$ cat src/rtl/wb_pkg.sv
// wb_pkg: shared sizes, arbiter states and item type for the register writeback merge.
package wb_pkg;
  localparam int FIFO_DEPTH = 4;
  localparam int STARVE_LIMIT = 4;
  localparam int DATA_W = 16;
  localparam int ADDR_W = 5;
  typedef enum logic {ALU_PRI, DRAIN} arb_state_t;
  typedef struct packed {
    logic [ADDR_W-1:0] addr;
    logic [DATA_W-1:0] data;
  } wb_item_t;
  // Only r1..r15 are writable; r0 and the upper half are silently dropped.
  function automatic logic addr_ok(input logic [ADDR_W-1:0] a);
    return a != '0 && !a[ADDR_W-1];
  endfunction
endpackage

$ cat src/rtl/wb_fifo.sv
// wb_fifo: load-result queue with per-entry valid bits exposed for pending tracking.
module wb_fifo import wb_pkg::*; #(
  parameter int DEPTH = FIFO_DEPTH
) (
  input  logic                  clk,
  input  logic                  rst,
  input  logic                  push,
  input  logic                  pop,
  input  wb_item_t              din,
  output wb_item_t              dout,
  output logic                  full,
  output logic                  empty,
  output logic [DEPTH-1:0]      vld_o,
  output logic [DEPTH-1:0][3:0] addr_o
);
  localparam int PW = DEPTH > 1 ? $clog2(DEPTH) : 1;
  wb_item_t mem_q [DEPTH];
  logic [PW-1:0] wr_q, rd_q;
  logic [DEPTH-1:0] vld_q;
  function automatic logic [PW-1:0] nxt(input logic [PW-1:0] p);
    return p == PW'(DEPTH - 1) ? '0 : p + 1'b1;
  endfunction
  assign dout = mem_q[rd_q];
  assign full = &vld_q;
  assign empty = ~|vld_q;
  assign vld_o = vld_q;
  always_comb begin
    for (int i = 0; i < DEPTH; i++) addr_o[i] = mem_q[i].addr[3:0];
  end
  // Push is applied after pop so a same-slot swap at full leaves the entry valid.
  always_ff @(posedge clk or posedge rst) begin
    if (rst) begin
      wr_q <= '0;
      rd_q <= '0;
      vld_q <= '0;
    end else begin
      if (pop) begin
        rd_q <= nxt(rd_q);
        vld_q[rd_q] <= 1'b0;
      end
      if (push) begin
        wr_q <= nxt(wr_q);
        vld_q[wr_q] <= 1'b1;
      end
    end
  end
  always_ff @(posedge clk) begin
    if (push) mem_q[wr_q] <= din;
  end
endmodule

$ cat src/rtl/reg_writeback.sv
// reg_writeback: merges ALU and queued load results onto the single register-file write port,
// ALU first, with a starve counter forcing a one-cycle load drain.
module reg_writeback #(
  parameter int FIFO_DEPTH = wb_pkg::FIFO_DEPTH,
  parameter int STARVE_LIMIT = wb_pkg::STARVE_LIMIT
) (
  input  logic                       CLK,
  input  logic                       Reset,
  input  logic                       alu_valid,
  input  logic [wb_pkg::ADDR_W-1:0]  alu_waddr,
  input  logic [wb_pkg::DATA_W-1:0]  alu_data,
  output logic                       alu_ready,
  input  logic                       ld_valid,
  input  logic [wb_pkg::ADDR_W-1:0]  ld_waddr,
  input  logic [wb_pkg::DATA_W-1:0]  ld_data,
  output logic                       ld_ready,
  output logic                       write_en,
  output logic [wb_pkg::ADDR_W-1:0]  waddr,
  output logic [wb_pkg::DATA_W-1:0]  data_in,
  output logic [15:0]                pending
);
  import wb_pkg::*;
  arb_state_t state_q, state_d;
  logic [2:0] starve_q, starve_d;
  logic alu_gnt, fifo_gnt, push, full, empty;
  wb_item_t head, ld_item;
  logic [FIFO_DEPTH-1:0] vld;
  logic [FIFO_DEPTH-1:0][3:0] addrs;
  assign alu_ready = state_q == ALU_PRI;
  assign ld_ready = !full;
  assign push = ld_valid && !full && addr_ok(ld_waddr);
  assign ld_item = '{addr: ld_waddr, data: ld_data};
  wb_fifo #(.DEPTH(FIFO_DEPTH)) u_fifo (
    .clk(CLK), .rst(Reset), .push(push), .pop(fifo_gnt), .din(ld_item),
    .dout(head), .full(full), .empty(empty), .vld_o(vld), .addr_o(addrs)
  );
  always_comb begin
    alu_gnt = alu_valid && alu_ready && addr_ok(alu_waddr);
    fifo_gnt = !alu_gnt && !empty;
    starve_d = (alu_gnt && !empty) ? starve_q + 3'd1 : 3'd0;
    state_d = (state_q == ALU_PRI && starve_d == 3'(STARVE_LIMIT)) ? DRAIN : ALU_PRI;
  end
  always_comb begin
    pending = '0;
    for (int i = 0; i < FIFO_DEPTH; i++) if (vld[i]) pending[addrs[i]] = 1'b1;
  end
  always_ff @(posedge CLK or posedge Reset) begin
    if (Reset) begin
      state_q <= ALU_PRI;
      starve_q <= '0;
      write_en <= 1'b0;
      waddr <= '0;
      data_in <= '0;
    end else begin
      state_q <= state_d;
      starve_q <= starve_d;
      write_en <= alu_gnt || fifo_gnt;
      if (alu_gnt || fifo_gnt) {waddr, data_in} <= alu_gnt ? {alu_waddr, alu_data} : head;
    end
  end
endmodule

$ cat config.mk
export PLATFORM = sky130hd
export DESIGN_NAME = reg_writeback
export DESIGN_NICKNAME = d
export VERILOG_FILES = /design/src/rtl/wb_pkg.sv /design/src/rtl/wb_fifo.sv /design/src/rtl/reg_writeback.sv
export SDC_FILE = /design/constraint.sdc
export NUM_CORES = 1
export LEC_CHECK = 0
export BUFFER_PORTS_ARGS = -buffer_cell sky130_fd_sc_hd__buf_2
export CORE_ASPECT_RATIO = 0.7
export CORE_UTILIZATION = 56
export DETAILED_ROUTE_END_ITERATION = 16
export HOLD_SLACK_MARGIN = 0.08
export PLACE_DENSITY = 0.79
export SYNTH_ARGS = -nofsm -noshare
export SYNTH_HDL_FRONTEND = slang
export SYNTH_SLANG_ARGS = --single-unit
$ cat constraint.sdc
create_clock -name CLK -period 2.7 [get_ports CLK]
set_input_delay 0.54 -clock CLK [delete_from_list [all_inputs] [get_ports CLK]]
set_output_delay 0.54 -clock CLK [all_outputs]
set_load 0.1 [all_outputs]
==> results.toml <==
[synthesis]
synth-edff-count = 84
ys_warn_count = 0
ys_ff_latch = 118
synth_mux_area_frac = 0.180
syn_inst = 331
synth_top_family_by_area = "multiplexers"
ys_async_sr_fraction = 0.288
avgSynthCellArea_um2 = 16.2
synthSimpleGateAreaFrac = 0.0818
yosysUniqueCellTypes = 42
syn_nets = 386
yosys.area_share.xor_xnor = 0.00163
ys_seq_area_frac = 0.628
synth_adder_area_share = 0.0210
synth_compound_area_frac = 0.0622
syn_area_um2 = 5370
synth-main-ff-cell = "edfxtp_1"

[worst_setup_path]
cpMaxStageDelayCell = "or3b_2"
start_kind = "register"
reg2reg_from = "u_fifo.vld_o[3]$_DFF_PP0_"
r2r-end = "u_fifo.mem_q[1][7]$_DFFE_PP_"
worst_path_largest_cell_delay_ns = 0.57
worstSetupEndpointType = "output port"
crit_chain = "or3b_2 -> o221ai_1 -> buf_2"
critPathKind = "register to output port"
worst-r2r-cell-count = 4
crit_required_ns = 2.16
crit_arrival_ns = 2.08
crit_path_max_fanout = 6
worst_path_dominant_cell_family = "simple AND/OR/NAND/NOR gates"
critPathBufInv = 1
timing.reg2reg.setup_slack_ns = 0.59

[hold_path]
hp-class = "primary input to async pin"

[clock_tree]
cts_tree = "done"
cts_resized = 0
cts_root_buf = "clkbuf_16"
clk_latency_ns = 0.40
cts.clk_slew.worst_paths_ns = 0.05
cts_buffer_depth = 2
cts-hold-fix-buffers = 0
postCtsSetupBuffers = 0
clock_sinks = 118
cts_max_level = 4
cts_buffers = 17

[drt]
drt-total-wl_um = 11900
drtPass1Iterations = 5
vias = 3487
wl_per_cell_um = 20.9
viasPerCell = 6.13
drt_iter0_markers = 274
ant_nets = 0
drc = 0

[placement]
place.gp.congestion = 0.957
post_dp_cell_area_um2 = 6010
port_buffers = 85
dp_hpwl_um = 7950

[global_routing]
grt_max_degree = 24
grt_pass1_wl_um = 18700
antenna_found_initial = 0
grt_util_all_layers = 0.260
grt_pass1_vias = 3472
overflow = 0

[timing]
period_needed_ns = 2.62
worst_clock_skew_ns = 0.00552
rsz0062_at_grt = "false"
max_freq_mhz = 382
maxSlewHeadroom = 0.369
drv_slew = 0
fin_crit_sh = 0.969
tns_ns = 0
tightestPinTransition_ns = 0.946
hold_viol = 0
setup_viol = 0

[power_and_ir_drop]
power_density_nw_per_um2 = 1310
switchingPower_w = 0.00350
pwr-share-seq = 0.300
intPower_w = 0.00523
ir_drop_mv = 0.994
leakagePower_nw = 2.65
clkPwrFrac = 0.271
combPwrFrac = 0.429
power.total_w = 0.00873
power_switching_share = 0.401

[floorplanning]
initial_core_util = 0.585
die_h_um = 83.9
ios = 86
rows = 29
die_w_um = 119
core_area_um2 = 9180
die_area_um2 = 9990

[cells_and_area]
antennaDiodeCount = 0
fin_nets = 487
layout_commonest_cell = "edfxtp_1"
fin_util = 0.726
area_delta_synth_final_pct = 24.2
fin_area_um2 = 6670
drive_above_1_share = 0.456
mostFrequentLayoutCells = "edfxtp_1, buf_2, dfrtp_1"

[outcome]
status = "complete, no violations"

[flow_run]
cap_violations = 0
-- Yosys cell counts (all sizes together) (5+ instances only) --
cell / instances / area (um2)
edfxtp: 84 / 2520
mux2: 36 / 454
dfrtp: 34 / 851
mux4: 21 / 473
nand2: 14 / 52.6
nor2: 10 / 37.5
o21ai: 10 / 50.1
buf: 9 / 81.3
ha: 9 / 113
a22oi: 8 / 60.1
inv: 8 / 30.0
o221ai: 7 / 61.3
clkbuf: 6 / 22.5
nand3b: 6 / 45.0
a22o: 5 / 43.8
and2: 5 / 31.3
and3: 5 / 31.3
nand3: 5 / 25.0
nor2b: 5 / 31.3
nor4: 5 / 37.5
-- per-layer routing --
metal,track usage,routed length (um),vias up
met5,0,0,-
met1,0.356,4860,1754
met3,0.0799,998,23
met4,0.0967,167,0
met2,0.395,5890,178
li1,-,-,1532
-- worst register-to-register path, cell delays in order, from the launching register on --
cell and delay, ns:
dfrtp_1 0.48, nand4_1 0.19, nor4bb_1 0.29, buf_4 0.21
and2_2 0.56
-- sequential cells by signal, indices dropped and copies added, names as in the netlist --
register	flops
u_fifo.wr_q	2
state_q	1
u_fifo.vld_o	4
starve_q	3
u_fifo.mem_q	84
write_en	1
waddr	5
u_fifo.rd_q	2
data_in	16
-- logic make-up (layout without fill, tap and decap cells) --
| family | Yosys count | after routing |
|---|---|---|
| flops | 118 | 118 |
| simple gates | 75 | 75 |
| mux | 61 | 61 |
| compound gates | 44 | 44 |
| buf+inv | 23 | 137 |
| fa+ha+maj | 9 | 9 |
| xor+xnor | 1 | 1 |
-- power by group through the flow --
stage          registers (W)  logic [W]  clock network, W
2_1_floorplan        0.00374    0.00199                 0
3_3_place_gp         0.00261    0.00366                 0
3_5_place_dp         0.00264    0.00373                 0
4_1_cts              0.00262    0.00377           0.00240
5_1_grt              0.00266    0.00393           0.00247
6_report             0.00262    0.00375           0.00237
-- area by class of cell --
cell class	instances	area [um2]
clock buffer	25	527
clock inverter	7	113
fill	567	2510
inverter	8	30.0
multi-input combinational	190	1920
sequential	118	3370
tap	124	155
timing repair buffer	97	548
-- metrics by stage --
step | hold slack [ns] | cells | worst slack [ns]
after floorplan | 0.434 | 331 | -0.291
after global placement | 0.452 | 537 | 0.484
after detailed placement | 0.456 | 537 | 0.452
after CTS | 0.332 | 569 | 0.00772
after global routing | 0.331 | 569 | 0.0180
final | 0.340 | 569 | 0.0835
-- worst max path at each step --
stage                                        startpoint         end  slack (ns)  depth (start not counted)
final                     u_fifo.mem_q[0][18]$_DFFE_PP_  pending[3]        0.08                          3
after global routing      u_fifo.mem_q[0][18]$_DFFE_PP_  pending[0]        0.02                          3
after CTS                     u_fifo.vld_o[1]$_DFF_PP0_  pending[4]       0.008                          4
after detailed placement      u_fifo.vld_o[1]$_DFF_PP0_  pending[4]        0.45                          4
after global placement        u_fifo.vld_o[1]$_DFF_PP0_  pending[4]        0.48                          4
after floorplan           u_fifo.mem_q[0][18]$_DFFE_PP_  pending[1]       -0.29                          2
Power figures use the tool's default switching activity.
